File: config.mk
export PLATFORM = sky130hd
export DESIGN_NAME = alu_op_issuer
export DESIGN_NICKNAME = d
export VERILOG_FILES = /design/src/rtl/alu_op_issuer.sv
export SDC_FILE = /design/constraint.sdc
export NUM_CORES = 1
export LEC_CHECK = 0
export BUFFER_PORTS_ARGS = -buffer_cell sky130_fd_sc_hd__buf_2
export CAP_MARGIN = 40
export CORE_ASPECT_RATIO = 0.7
export CORE_MARGIN = 2
export CORE_UTILIZATION = 31
export CTS_CLUSTER_DIAMETER = 200
export DETAILED_ROUTE_END_ITERATION = 7
export GPL_ROUTABILITY_DRIVEN = 0
export REMOVE_ABC_BUFFERS = 1
export SYNTH_ARGS = -nofsm -noshare
export SYNTH_HDL_FRONTEND = slang
export SYNTH_SLANG_ARGS = --single-unit
export TNS_END_PERCENT = 50
File: constraint.sdc
create_clock -name clock -period 2.6 [get_ports clock]
set_input_delay 0.39 -clock clock [delete_from_list [all_inputs] [get_ports clock]]
set_output_delay 0.39 -clock clock [all_outputs]
set_load 0.05 [all_outputs]
File: src/rtl/alu_op_issuer.sv
// Flow-controlled issue stage for the registered 4-bit ALU: queues commands, holds operands for a settle window, returns sampled results.
// Optional ops_done result counter enabled by defining ALU_ISSUE_COUNT_EN.
module alu_op_issuer #(
  parameter int DEPTH       = 4,
  parameter int HOLD_CYCLES = 2
) (
  input  logic       clock,
  input  logic       reset_n,
  input  logic       cmd_valid,
  output logic       cmd_ready,
  input  logic [3:0] cmd_a,
  input  logic [3:0] cmd_b,
  input  logic [2:0] cmd_s,
  output logic [3:0] alu_a,
  output logic [3:0] alu_b,
  output logic [2:0] alu_s,
  input  logic [7:0] alu_o,
  output logic       res_valid,
  input  logic       res_ready,
  output logic [7:0] res_data,
  output logic [2:0] res_s,
  output logic       busy
`ifdef ALU_ISSUE_COUNT_EN
  ,
  output logic [15:0] ops_done
`endif
);

  localparam int PTR_W = (DEPTH > 1) ? $clog2(DEPTH) : 1;
  localparam int CNT_W = $clog2(DEPTH + 1);
  localparam int HC_W  = $clog2(HOLD_CYCLES + 1);

  typedef enum logic [1:0] {IDLE, HOLD, RESULT} state_e;

  typedef struct packed {
    logic [3:0] a;
    logic [3:0] b;
    logic [2:0] s;
  } cmd_t;

  cmd_t             mem_q [DEPTH];
  logic [PTR_W-1:0] wr_ptr_q, wr_ptr_d;
  logic [PTR_W-1:0] rd_ptr_q, rd_ptr_d;
  logic [CNT_W-1:0] count_q, count_d;
  state_e           state_q, state_d;
  logic [HC_W-1:0]  hold_q, hold_d;
  logic [3:0]       alu_a_q, alu_a_d;
  logic [3:0]       alu_b_q, alu_b_d;
  logic [2:0]       alu_s_q, alu_s_d;
  logic             res_valid_q, res_valid_d;
  logic [7:0]       res_data_q, res_data_d;
  logic [2:0]       res_s_q, res_s_d;

  logic push;
  logic pop;
  logic handshake;
  cmd_t head;

  // Readiness comes from the registered count only, so a pop cannot open a slot for a push on the same edge.
  assign cmd_ready = (count_q != CNT_W'(DEPTH));
  assign push      = cmd_valid & cmd_ready;
  assign head      = mem_q[rd_ptr_q];

  // NOTE: storage has no reset; emptiness is defined by the pointers and count, so stale entries are never read.
  always_ff @(posedge clock) begin
    if (push) mem_q[wr_ptr_q] <= '{a: cmd_a, b: cmd_b, s: cmd_s};
  end

  // NOTE: every always_comb output gets a default first so no path leaves it unassigned and infers a latch.
  always_comb begin
    state_d     = state_q;
    hold_d      = hold_q;
    alu_a_d     = alu_a_q;
    alu_b_d     = alu_b_q;
    alu_s_d     = alu_s_q;
    res_valid_d = res_valid_q;
    res_data_d  = res_data_q;
    res_s_d     = res_s_q;
    pop         = 1'b0;
    handshake   = 1'b0;

    case (state_q)
      IDLE: begin
        if (count_q != '0) pop = 1'b1;
      end
      HOLD: begin
        hold_d = hold_q - HC_W'(1);
        if (hold_q == HC_W'(1)) begin
          res_data_d  = alu_o;
          res_s_d     = alu_s_q;
          res_valid_d = 1'b1;
          state_d     = RESULT;
        end
      end
      RESULT: begin
        if (res_ready) begin
          handshake   = 1'b1;
          res_valid_d = 1'b0;
          if (count_q != '0) pop = 1'b1;
          else               state_d = IDLE;
        end
      end
      default: state_d = IDLE;
    endcase

    // alu_s doubles as the held select, since operands only change on a pop.
    if (pop) begin
      alu_a_d = head.a;
      alu_b_d = head.b;
      alu_s_d = head.s;
      hold_d  = HC_W'(HOLD_CYCLES);
      state_d = HOLD;
    end
  end

  always_comb begin
    wr_ptr_d = push ? wr_ptr_q + PTR_W'(1) : wr_ptr_q;
    rd_ptr_d = pop  ? rd_ptr_q + PTR_W'(1) : rd_ptr_q;
    count_d  = count_q;
    case ({push, pop})
      2'b10:   count_d = count_q + CNT_W'(1);
      2'b01:   count_d = count_q - CNT_W'(1);
      default: count_d = count_q;
    endcase
  end

  // NOTE: state registers use non-blocking assignments so every flop samples pre-edge values.
  always_ff @(posedge clock or negedge reset_n) begin
    if (!reset_n) begin
      wr_ptr_q    <= '0;
      rd_ptr_q    <= '0;
      count_q     <= '0;
      state_q     <= IDLE;
      hold_q      <= '0;
      alu_a_q     <= '0;
      alu_b_q     <= '0;
      alu_s_q     <= '0;
      res_valid_q <= 1'b0;
      res_data_q  <= '0;
      res_s_q     <= '0;
    end else begin
      wr_ptr_q    <= wr_ptr_d;
      rd_ptr_q    <= rd_ptr_d;
      count_q     <= count_d;
      state_q     <= state_d;
      hold_q      <= hold_d;
      alu_a_q     <= alu_a_d;
      alu_b_q     <= alu_b_d;
      alu_s_q     <= alu_s_d;
      res_valid_q <= res_valid_d;
      res_data_q  <= res_data_d;
      res_s_q     <= res_s_d;
    end
  end

  assign alu_a     = alu_a_q;
  assign alu_b     = alu_b_q;
  assign alu_s     = alu_s_q;
  assign res_valid = res_valid_q;
  assign res_data  = res_data_q;
  assign res_s     = res_s_q;
  assign busy      = (count_q != '0) || (state_q != IDLE);

`ifdef ALU_ISSUE_COUNT_EN
  logic [15:0] ops_done_q, ops_done_d;

  always_comb begin
    ops_done_d = ops_done_q;
    if (handshake) ops_done_d = ops_done_q + 16'd1;
  end

  always_ff @(posedge clock or negedge reset_n) begin
    if (!reset_n) ops_done_q <= '0;
    else          ops_done_q <= ops_done_d;
  end

  assign ops_done = ops_done_q;
`else
  logic unused_handshake;
  assign unused_handshake = handshake;
`endif

endmodule
==> metrics, run 1 <==
run status complete, no violations; share of total power in sequential cells ~37%; drt wl/cell 14.9 um; kind of cell with the highest combined delay on the critical path simple AND/OR/NAND/NOR gates; cells traversed along the worst timing path or3b_4 -> and2_4 -> inv_1 -> ha_1 -> inv_1 -> fa_1 -> xor2_1 -> nor2_1 -> xor2_1; Max Cap Violations 0; via count of the first global-routing pass about 1500; Psw approximately 0.0020 W; total gr overflow 0; dominant combinational cell family by area after synthesis multiplexers; count of instances resized after the clock tree is built 0; path type of the worst setup path flop to flop; final worst clock skew 5.01 ps; Antenna Violating Nets Remaining 0; Vias/cell between 4 and 5; I/O pin count 48; worst-path cell with the longest stage delay sky130_fd_sc_hd__or3b_4; number of setup violations in the final report 0; remaining design rule violation count 0; top area cells in the synthesized netlist sky130_fd_sc_hd__edfxtp_1 (42%), sky130_fd_sc_hd__dfrtp_1 (27%), sky130_fd_sc_hd__mux4_2 (5.8%), sky130_fd_sc_hd__mux2_4 (5.3%), sky130_fd_sc_hd__mux2_2 (4.3%); simple-gate share of the synthesized area ~4%; class of the worst hold path primary input to async pin; period utilization a little over four fifths; Slew Limit Fails 0; Slew Limit Headroom between 40% and 50%; fraction of power spent switching nets between 30 and 40%; first-pass GRT wire length 8370 um; Final Cell Area ~3800 um2; Layout fillers a little over 900; hold violation count in the final report 0; count of hold buffers inserted by post-cts repair 0; # nets final 250; most frequent cells in the layout sky130_fd_sc_hd__buf_2 (47), sky130_fd_sc_hd__edfxtp_1 (44), sky130_fd_sc_hd__dfrtp_1 (34), sky130_fd_sc_hd__mux2_2 (12), sky130_fd_sc_hd__mux2_4 (11); post-synthesis share of cell area spent on xor and xnor gates 1.96%; starting utilization of the core area about a third; width of the chip 124 um; part of the power in combinational logic roughly two fifths; # H-tree levels 3; first-iteration detailed-routing DRC count 80; compound-cell area share of the yosys netlist 1.16%; Worst VDD drop between 0.0005 and 0.0006 V; clock period minus worst slack roughly 2200 ps; TritonCTS clock tree built; endpoint arrival time on the critical path 2450 ps; layout cell share with drive strength beyond 1 about 44%; required time of the worst setup path 2850 ps; number of post-CTS setup repair buffers 0; root buf cell sky130_fd_sc_hd__clkbuf_16; maximum cell stage delay along the critical path 440 ps; Seq. cell area roughly 2200 um2; Routed WL between 5000 and 6000 um; area enclosed by the die boundary between 10000 and 15000 um2; cell row count 30; RSZ-0062 raised after global routing false; Worst Hold Slack roughly 150 ps; Die H ~90 um; Cells after Synth between 150 and 200; Overall Global Routing Usage 10.7%; placed instance area 3500 um2; pin count of the biggest net entering global routing 35; proportion of synthesized area in mux cells a little under a fifth; worst path buffer plus inverter count 2; yosys warns 0; summed instance area of the synthesized netlist between 3000 and 4000 um2; crit start category flop; clock slew at the register clock pins of the worst setup and hold paths about 60 ps; n_diodes 0; number of buffers on the longest clock path 2; total clock buffers created by CTS 9; count of state elements after synthesis 78; Internal Power between 0.003 and 0.004 W; clock insertion delay at the later pin of the skew report between 300 and 400 ps; area share of the largest cell type after synthesis 42.2%; leakage power of the design about 1.6 nW; area of the multi-input gates approximately 890 um2; register area share after synthesis 69.4%; slew at the pin with the worst max-slew slack between 800 and 900 ps; Area Growth Syn to Fin 22.0%; Max Fanout on Critical Path 6; mean instance size in the synthesized netlist around 19 um2; count of clock tree sinks between 70 and 80; most common cell after layout, fill and taps aside sky130_fd_sc_hd__buf_2; adder-cell area share of the yosys netlist under 10%; power after layout roughly 0.0054 W; Unique masters post-synth 30; ratio of total power to cell area between 1000 and 1500 nW/um2; number of vias in the routed layout 1530; HPWL after detailed placement roughly 3500 um; clock network fraction of design power about 24%; Core Footprint a little under 10000 um2; kind of capture point of the worst setup path flop; DR pass1 iterations 4; Port Buf Inserts between 40 and 50; Achievable Freq between 400 and 500 MHz; Yosys top cell by area sky130_fd_sc_hd__edfxtp_1; number of antenna violations at the first check in global routing 0; total negative slack 0 ps
## power groups by stage
stage               Sequential, W  Clock, W  Combinational, W
CTS                       0.00201   0.00135           0.00213
global route              0.00205   0.00140           0.00227
global placement          0.00201         0           0.00211
floorplan                 0.00262         0           0.00102
detailed placement        0.00203         0           0.00213
finish                    0.00200   0.00132           0.00210
## per-stage QoR
stage | instances | worst slack, ps | util [%]
3_5_place_dp | 337 | 414 | 35.9
6_report | 353 | 394 | 39.2
2_1_floorplan | 160 | 392 | -
5_1_grt | 353 | 276 | 39.2
4_1_cts | 353 | 386 | 39.2
3_3_place_gp | 337 | 451 | 35.9
## cells by family (layout without fill, tap and decap cells)
group / after synthesis / count (layout)
multiplexers: 35 / 35
buffers and inverters: 13 / 74
XOR/XNOR: 7 / 7
adder cells (fa/ha/maj): 7 / 7
flip-flops: 78 / 78
AND/OR/NAND/NOR: 18 / 18
AO/OA/AOI/OAI: 6 / 6
## cells in the mapped netlist, drive strengths merged
cell,instances
edfxtp,44
dfrtp,34
mux2,23
mux4,11
inv,9
ha,6
and3,4
nor2,4
xor2,4
buf,3
o21ai,3
xnor2,3
nand2,2
nor3,2
a211o,1
a21o,1
a21oi,1
and2,1
and2b,1
clkbuf,1
fa,1
mux2i,1
nand2b,1
nor2b,1
nor4b,1
or3b,1
## path summary, 6_finish.rpt
path                               end  cells past startpoint  startpoint  slack (ps)
min in group clock         mem_q[1][7]                      1    cmd_a[0]         280
max in group asynchronous     res_s[1]                      1     reset_n        1920
hold / removal             wr_ptr_q[0]                      1     reset_n         150
setup reg to reg            count_q[2]                      9  count_q[0]         390
hold reg to reg             count_q[2]                      1  count_q[2]         500
setup / recovery            count_q[2]                      9  count_q[0]         390
## worst reg2reg max path, cell delays in order (launching register included)
cell and delay, ps:
sky130_fd_sc_hd__dfrtp_1 420, sky130_fd_sc_hd__or3b_4 440, sky130_fd_sc_hd__and2_4 190, sky130_fd_sc_hd__inv_1 50, sky130_fd_sc_hd__ha_1 170, sky130_fd_sc_hd__inv_1 60
sky130_fd_sc_hd__fa_1 370, sky130_fd_sc_hd__xor2_1 150, sky130_fd_sc_hd__nor2_1 110, sky130_fd_sc_hd__xor2_1 160
## area by class of cell
cell class | count | area share, %
well taps | 128 | 4.19
clock inverters | 5 | 1.93
multi-input cells | 73 | 23.2
flip-flops and latches | 78 | 56.8
repair buffers | 49 | 6.55
clock buffers | 11 | 6.35
inverters | 9 | 0.884
## state kept, by name, indices dropped and copies added (netlist names), 3 cells and up
| signal | cells |
|---|---|
| alu_a | 4 |
| alu_b | 4 |
| alu_s | 3 |
| count_q | 3 |
| mem_q | 44 |
| res_data | 8 |
| res_s | 3 |
## metal layers
metal / vias to the layer above / GRT usage [%] / part of all wire [%]
li1: 727 / - / -
met1: 760 / 14.6 / 50
met2: 38 / 15.1 / 43
met3: 5 / 4.75 / 5.8
met4: 0 / 3.98 / 0.95
met5: - / 0 / 0
Note: power is estimated with default switching activity, not from simulation.
==> run 2, diff against run 1 <==
--- a/config.mk
+++ b/config.mk
@@ -5,6 +5,7 @@
 export SDC_FILE = /design/constraint.sdc
 export NUM_CORES = 1
 export LEC_CHECK = 0
+export ABC_AREA = 1
 export BUFFER_PORTS_ARGS = -buffer_cell sky130_fd_sc_hd__buf_2
 export CAP_MARGIN = 40
 export CORE_ASPECT_RATIO = 0.7
==> constraint.sdc (replaced) <==
create_clock -name clock -period 2.05 [get_ports clock]
set_input_delay 0.3075 -clock clock [delete_from_list [all_inputs] [get_ports clock]]
set_output_delay 0.3075 -clock clock [all_outputs]
set_load 0.05 [all_outputs]
==> metrics, run 2 <==
run status complete, no violations (unchanged); most frequent cells in the layout sky130_fd_sc_hd__nand2_1 (116), sky130_fd_sc_hd__inv_1 (71), sky130_fd_sc_hd__buf_2 (47), sky130_fd_sc_hd__edfxtp_1 (44), sky130_fd_sc_hd__dfrtp_1 (34) (was sky130_fd_sc_hd__buf_2 (47), sky130_fd_sc_hd__edfxtp_1 (44), sky130_fd_sc_hd__dfrtp_1 (34), sky130_fd_sc_hd__mux2_2 (12), sky130_fd_sc_hd__mux2_4 (11)); fraction of power spent switching nets 42.6% (was 36.3%); Cells after Synth 342 (was 164); remaining design rule violation count 0 (unchanged); via count of the first global-routing pass 2348 (was 1545); Area Growth Syn to Fin 20.6% (was 22.0%); path type of the worst setup path flop to output pin (was flop to flop); endpoint arrival time on the critical path 1590 ps (was 2450 ps); crit start category flop (unchanged); TritonCTS clock tree built (unchanged); leakage power of the design 2.04 nW (was 1.58 nW); most common cell after layout, fill and taps aside sky130_fd_sc_hd__nand2_1 (was sky130_fd_sc_hd__buf_2); class of the worst hold path primary input to async pin (unchanged); Slew Limit Headroom 48.7% (was 45.1%); most used flip-flop cell after synthesis sky130_fd_sc_hd__edfxtp_1 (unchanged); worst r2r src count_q[0] (unchanged); clock slew at the register clock pins of the worst setup and hold paths 50 ps (was 60 ps); total negative slack 0 ps (unchanged); Port Buf Inserts 47 (unchanged); period utilization between 90 and 100%; count of state elements after synthesis 78 (unchanged); area enclosed by the die boundary 11700 um2 (was 10900 um2); Reg2Reg Capture Point count_q[2] (unchanged); Worst R2R Setup Slack 180 ps (was 390 ps); first-iteration detailed-routing DRC count 160 (was 80); Unique masters post-synth 20 (was 30); slew at the pin with the worst max-slew slack 767 ps (was 823 ps); Die H 91.1 um (was 88.1 um); fraction of registers with async set or reset after synthesis 43.6% (unchanged); area share of the largest cell type after synthesis 39.4% (was 42.2%); HPWL after detailed placement 4530 um (was 3520 um); total clock buffers created by CTS 9 (unchanged); placed instance area 3750 um2 (was 3500 um2); clock network fraction of design power 22.2% (was 24.3%); number of antenna violations at the first check in global routing 0 (unchanged); DR pass1 iterations 4 (unchanged); number of setup violations in the final report 0 (unchanged); part of the power in combinational logic 42.8% (was 38.8%); number of cells on the worst reg-to-reg path 9 (unchanged); count of hold buffers inserted by post-cts repair 0 (unchanged); mean instance size in the synthesized netlist 9.81 um2 (was 19.1 um2); Seq. cell area 2170 um2 (unchanged); Vias/cell 4.27 (was 4.33); Slew Limit Fails 0 (unchanged); Worst VDD drop 0.000849 V (was 0.000519 V); n_diodes 0 (unchanged); first-pass GRT wire length 11100 um (was 8370 um); share of total power in sequential cells 35.0% (was 36.9%); drt wl/cell 12.3 um (was 14.9 um); leading post-synthesis cells by instance count sky130_fd_sc_hd__nand2_1 (116), sky130_fd_sc_hd__inv_1 (71), sky130_fd_sc_hd__edfxtp_1 (44) (was sky130_fd_sc_hd__edfxtp_1 (44), sky130_fd_sc_hd__dfrtp_1 (34), sky130_fd_sc_hd__mux2_2 (12)); Antenna Violating Nets Remaining 0 (unchanged); count of flip-flops with a built-in enable after synthesis 44 (unchanged); number of buffers on the longest clock path 2 (unchanged); top area cells in the synthesized netlist sky130_fd_sc_hd__edfxtp_1 (39%), sky130_fd_sc_hd__dfrtp_1 (25%), sky130_fd_sc_hd__nand2_1 (13%), sky130_fd_sc_hd__inv_1 (7.9%), sky130_fd_sc_hd__nand3_1 (4.3%) (was sky130_fd_sc_hd__edfxtp_1 (42%), sky130_fd_sc_hd__dfrtp_1 (27%), sky130_fd_sc_hd__mux4_2 (5.8%), sky130_fd_sc_hd__mux2_4 (5.3%), sky130_fd_sc_hd__mux2_2 (4.3%)); count of instances resized after the clock tree is built 0 (unchanged); kind of capture point of the worst setup path output pin (was flop); Achievable Freq approximately 530 MHz; Routed WL 6560 um (was 5280 um); # nets final 428 (was 250); pin count of the biggest net entering global routing 35 (unchanged); summed instance area of the synthesized netlist 3360 um2 (was 3130 um2); I/O pin count 48 (unchanged); Max Cap Violations 0 (unchanged); Worst setup endpoint busy (was count_q[2]); Worst Hold Slack 48.7 ps (was 153 ps); layout cell share with drive strength beyond 1 18.1% (was 44.4%); Max Fanout on Critical Path 17 (was 6); most frequent cell after synthesis sky130_fd_sc_hd__nand2_1 (was sky130_fd_sc_hd__edfxtp_1); Yosys top cell by area sky130_fd_sc_hd__edfxtp_1 (unchanged); register area share after synthesis 64.7% (was 69.4%); post-route core utilization 38.8% (was 39.2%); number of vias in the routed layout 2286 (was 1530); starting utilization of the core area 32.2% (was 32.1%); Overall Global Routing Usage 12.7% (was 10.7%); yosys warns 0 (unchanged); Layout fillers 1050 (was 921); number of post-CTS setup repair buffers 0 (unchanged); ratio of total power to cell area 1710 nW/um2 (was 1420 nW/um2); total gr overflow 0 (unchanged); Core Footprint 10400 um2 (was 9760 um2); required time of the worst setup path 1740 ps (was 2850 ps); flip-flop count of the largest register after layout 44 (unchanged); # H-tree levels 3 (unchanged); RSZ-0062 raised after global routing false (unchanged); area of the multi-input gates 841 um2 (was 888 um2); clock period minus worst slack around 1900 ps; root buf cell sky130_fd_sc_hd__clkbuf_16 (unchanged); width of the chip 128 um (was 124 um); first element of the critical path count_q[1] (was count_q[0]); clock insertion delay at the later pin of the skew report 340 ps (was 330 ps); Internal Power 0.00397 W (was 0.00345 W); count of clock tree sinks 78 (unchanged); Psw 0.00295 W (was 0.00196 W); hold violation count in the final report 0 (unchanged); final worst clock skew 5.13 ps (was 5.01 ps); Final Cell Area 4050 um2 (was 3820 um2); most flop-heavy register mem_q (unchanged); cell row count 31 (was 30)
## run 2: cell types whose count changed after synthesis, sizes merged, moves of 11 or more
cell	previous run	this run
inv	9	73
nand3	0	29
nand2	2	118
o21ai	3	15
mux2	23	0
mux4	11	0
## run 2: worst min-delay path by stage
stage,from,to,slack [ps]
after global placement,reset_n,wr_ptr_q[1],420
final,reset_n,count_q[0],50
after floorplan,reset_n,alu_a[0],10
after CTS,reset_n,count_q[2],70
after global routing,reset_n,count_q[2],110
after detailed placement,reset_n,count_q[0],430
## run 2: power groups by stage
stage                     sequential [W]  combinational (W)  clock [W]
after floorplan                  0.00325            0.00131          0
after global placement           0.00243            0.00293          0
after detailed placement         0.00245            0.00300          0
after CTS                        0.00242            0.00301    0.00160
after global routing             0.00248            0.00331    0.00165
final                            0.00242            0.00296    0.00153
## run 2: final cells by class
type / instances / share of cell area [%]
Sequential cell: 78 / 53.7
Multi-Input combinational cell: 180 / 20.8
Timing Repair Buffer: 56 / 7.48
Inverter: 73 / 6.77
Clock buffer: 11 / 6.00
Tap cell: 132 / 4.08
Clock inverter: 5 / 1.21
## run 2: through the flow
stage,worst slack (ps),cells,total power [W]
6_report,149,535,0.00692
3_3_place_gp,257,519,0.00536
4_1_cts,102,535,0.00703
3_5_place_dp,158,519,0.00545
2_1_floorplan,-187,331,0.00456
5_1_grt,13.3,535,0.00745
## run 2: cells by family (layout without fill, tap and decap cells)
group                      after synthesis  after routing  share of synthesized area [%]
DFF                                     78             78                           64.7
AOI/OAI and AO/OA                       16             16                           2.46
adders and majority gates                7              7                           2.83
xor gates and xnor gates                 5              5                           1.31
buffers and inverters                   84            145                           10.2
and+or+nand+nor                        152            152                           18.5
## run 2: metal layers
layer / vias up / wire length, um / GRT usage [%] / part of all wire, %
li1: 1164 / - / - / -
met3: 18 / 308 / 4.60 / 4.7
met1: 1056 / 3130 / 15.6 / 48
met2: 48 / 2960 / 19.8 / 45
met5: - / 0 / 0 / 0
met4: 0 / 159 / 5.86 / 2.4
## run 2: critical path, stage by stage (launching register included)
cell and delay, ps:
sky130_fd_sc_hd__dfrtp_1 380, sky130_fd_sc_hd__inv_1 110, sky130_fd_sc_hd__nand3_1 140, sky130_fd_sc_hd__nand2_4 100
sky130_fd_sc_hd__buf_4 210, sky130_fd_sc_hd__nand3_1 90, sky130_fd_sc_hd__buf_2 220
==> run 3, diff against run 2 <==
--- a/config.mk
+++ b/config.mk
@@ -10,10 +10,11 @@
 export CAP_MARGIN = 40
 export CORE_ASPECT_RATIO = 0.7
 export CORE_MARGIN = 2
-export CORE_UTILIZATION = 31
+export CORE_UTILIZATION = 47
 export CTS_CLUSTER_DIAMETER = 200
 export DETAILED_ROUTE_END_ITERATION = 7
 export GPL_ROUTABILITY_DRIVEN = 0
+export PLACE_DENSITY = 0.68
 export REMOVE_ABC_BUFFERS = 1
 export SYNTH_ARGS = -nofsm -noshare
 export SYNTH_HDL_FRONTEND = slang
==> metrics, run 3 (synthesis gave the netlist of run 2 again) <==
clock period minus worst slack 1920 ps (was 1900 ps); clock slew at the register clock pins of the worst setup and hold paths 80 ps (was 50 ps); via count of the first global-routing pass 2101 (was 2348); Internal Power 0.00356 W (was 0.00397 W); Area Growth Syn to Fin 16.5% (was 20.6%); Slew Limit Headroom 50.3% (was 48.7%); number of buffers on the longest clock path 2 (unchanged); # nets final 430 (was 428); Worst VDD drop 0.000803 V (was 0.000849 V); count of hold buffers inserted by post-cts repair 0 (unchanged); TritonCTS clock tree built (unchanged); crit start category flop (unchanged); slew at the pin with the worst max-slew slack 746 ps (was 767 ps); Routed WL 6240 um (was 6560 um); Worst Hold Slack 23.6 ps (was 48.7 ps); most common cell after layout, fill and taps aside sky130_fd_sc_hd__nand2_1 (unchanged); kind of capture point of the worst setup path output pin (unchanged); Final Cell Area 3910 um2 (was 4050 um2); flip-flop count of the largest register after layout 44 (unchanged); Max Cap Violations 0 (unchanged); Antenna Violating Nets Remaining 0 (unchanged); Slew Limit Fails 0 (unchanged); first-pass GRT wire length 10200 um (was 11100 um); total clock buffers created by CTS 9 (unchanged); placed instance area 3710 um2 (was 3750 um2); # H-tree levels 3 (unchanged); required time of the worst setup path 1740 ps (about the same); area enclosed by the die boundary 7840 um2 (was 11700 um2); most flop-heavy register mem_q (unchanged); share of total power in sequential cells 37.4% (was 35.0%); Core Footprint 6820 um2 (was 10400 um2); maximum cell stage delay along the critical path 380 ps (about the same); pin count of the biggest net entering global routing 35 (unchanged); number of antenna violations at the first check in global routing 0 (unchanged); most frequent cells in the layout sky130_fd_sc_hd__nand2_1 (116), sky130_fd_sc_hd__inv_1 (71), sky130_fd_sc_hd__buf_2 (47), sky130_fd_sc_hd__edfxtp_1 (44), sky130_fd_sc_hd__dfrtp_1 (34) (unchanged); run status complete, no violations (unchanged); RSZ-0062 raised after global routing false (unchanged); cells traversed along the worst timing path inv_1 -> nand2_1 -> nand2_1 -> nand2_4 -> buf_4 -> nand3_1 -> buf_2 (was inv_1 -> nand3_1 -> nand2_4 -> buf_4 -> nand3_1 -> buf_2); path type of the worst setup path flop to output pin (unchanged); Vias/cell 4.53 (was 4.27); final worst clock skew 11.2 ps (was 5.13 ps); Max Fanout on Critical Path 17 (unchanged); class of the worst hold path primary input to async pin (unchanged); n_diodes 0 (unchanged); number of setup violations in the final report 0 (unchanged); DR pass1 iterations 4 (unchanged); Die H 74.7 um (was 91.1 um); count of clock tree sinks 78 (unchanged); number of post-CTS setup repair buffers 0 (unchanged); Overall Global Routing Usage 17.6% (was 12.7%); drt wl/cell 12.5 um (was 12.3 um); Achievable Freq 521 MHz (was 526 MHz); endpoint arrival time on the critical path 1610 ps (was 1590 ps); ratio of total power to cell area 1650 nW/um2 (was 1710 nW/um2); most frequent CP cell sky130_fd_sc_hd__nand2_1 (was sky130_fd_sc_hd__nand3_1); worst-path cell with the longest stage delay sky130_fd_sc_hd__dfrtp_1 (unchanged); root buf cell sky130_fd_sc_hd__clkbuf_8 (was sky130_fd_sc_hd__clkbuf_16); fraction of power spent switching nets 44.9% (was 42.6%); Port Buf Inserts 47 (unchanged); part of the power in combinational logic 46.0% (was 42.8%); I/O pin count 48 (unchanged); layout cell share with drive strength beyond 1 19.0% (was 18.1%); hold violation count in the final report 0 (unchanged); number of vias in the routed layout 2259 (was 2286); count of instances resized after the clock tree is built 0 (unchanged); first-iteration detailed-routing DRC count 98 (was 160); total gr overflow 0 (unchanged); cell row count 25 (was 31); HPWL after detailed placement 4220 um (was 4530 um); leakage power of the design 2.00 nW (was 2.04 nW); Psw 0.00290 W (was 0.00295 W); period utilization 93.7% (was 92.8%); width of the chip 105 um (was 128 um); starting utilization of the core area 49.2% (was 32.2%); clock network fraction of design power 16.6% (was 22.2%); remaining design rule violation count 0 (unchanged); clock insertion delay at the later pin of the skew report 340 ps (about the same)
run 3: cell types whose count changed in the layout (fill, tap and decap cells not counted), sizes merged:
cell    change
buf         +2
bufinv      -1
clkbuf      +2
clkinv      -1
run 3: metrics by stage:
| stage | setup WS, ps | util [%] | TNS [ps] | std cells | total power, W |
|---|---|---|---|---|---|
| after global routing | 10.9 | 57.3 | 0 | 499 | 0.00696 |
| after detailed placement | 154 | 54.5 | 0 | 482 | 0.00543 |
| after floorplan | -187 | - | -257 | 331 | 0.00456 |
| after CTS | 108 | 57.2 | 0 | 498 | 0.00651 |
| final | 130 | 57.3 | 0 | 499 | 0.00645 |
| after global placement | 266 | 54.5 | 0 | 482 | 0.00535 |
run 3: critical path: cells and delay by family (launching register included):
kind / cells / cell delay, ps
buffers and inverters: 3 / 590
flip-flops: 1 / 380
AND/OR/NAND/NOR: 4 / 320
run 3: worst paths after layout:
| check | from | cells after the start | slack [ps] | end |
|---|---|---|---|---|
| worst max-delay path | state_q[1] | 7 | 130 | busy |
| worst min-delay path | reset_n | 1 | 20 | alu_a[3] |
| worst max register to register | count_q[0] | 9 | 190 | count_q[2] |
| worst min register to register | count_q[0] | 1 | 470 | count_q[0] |
| max in group asynchronous | reset_n | 1 | 1530 | count_q[2] |
| min in group clock | cmd_b[0] | 1 | 180 | mem_q[2][3] |
run 3: cell type report:
| cell class | count | area, um2 |
|---|---|---|
| Clock inverter | 3 | 17.5 |
| Tap cell | 94 | 118 |
| Sequential cell | 78 | 2170 |
| Inverter | 73 | 274 |
| Multi-Input combinational cell | 180 | 841 |
| Timing Repair Buffer | 58 | 318 |
| Clock buffer | 13 | 170 |
| Fill cell | 627 | 2910 |
run 3: power by group through the flow:
stage / logic (W) / clock network (W) / registers (W)
after global placement: 0.00291 / 0 / 0.00244
after global routing: 0.00332 / 0.00117 / 0.00247
after detailed placement: 0.00299 / 0 / 0.00244
after floorplan: 0.00131 / 0 / 0.00325
after CTS: 0.00300 / 0.00109 / 0.00242
final: 0.00297 / 0.00107 / 0.00242
run 3: routing by layer:
layer	track usage [%]	wire (um)	up-vias	share of wire (%)
met4	4.00	74	0	1.2
met3	5.89	311	10	5.0
met1	24.9	3090	1031	49
li1	-	-	1163	-
met2	26.9	2770	55	44
met5	0	0	-	0
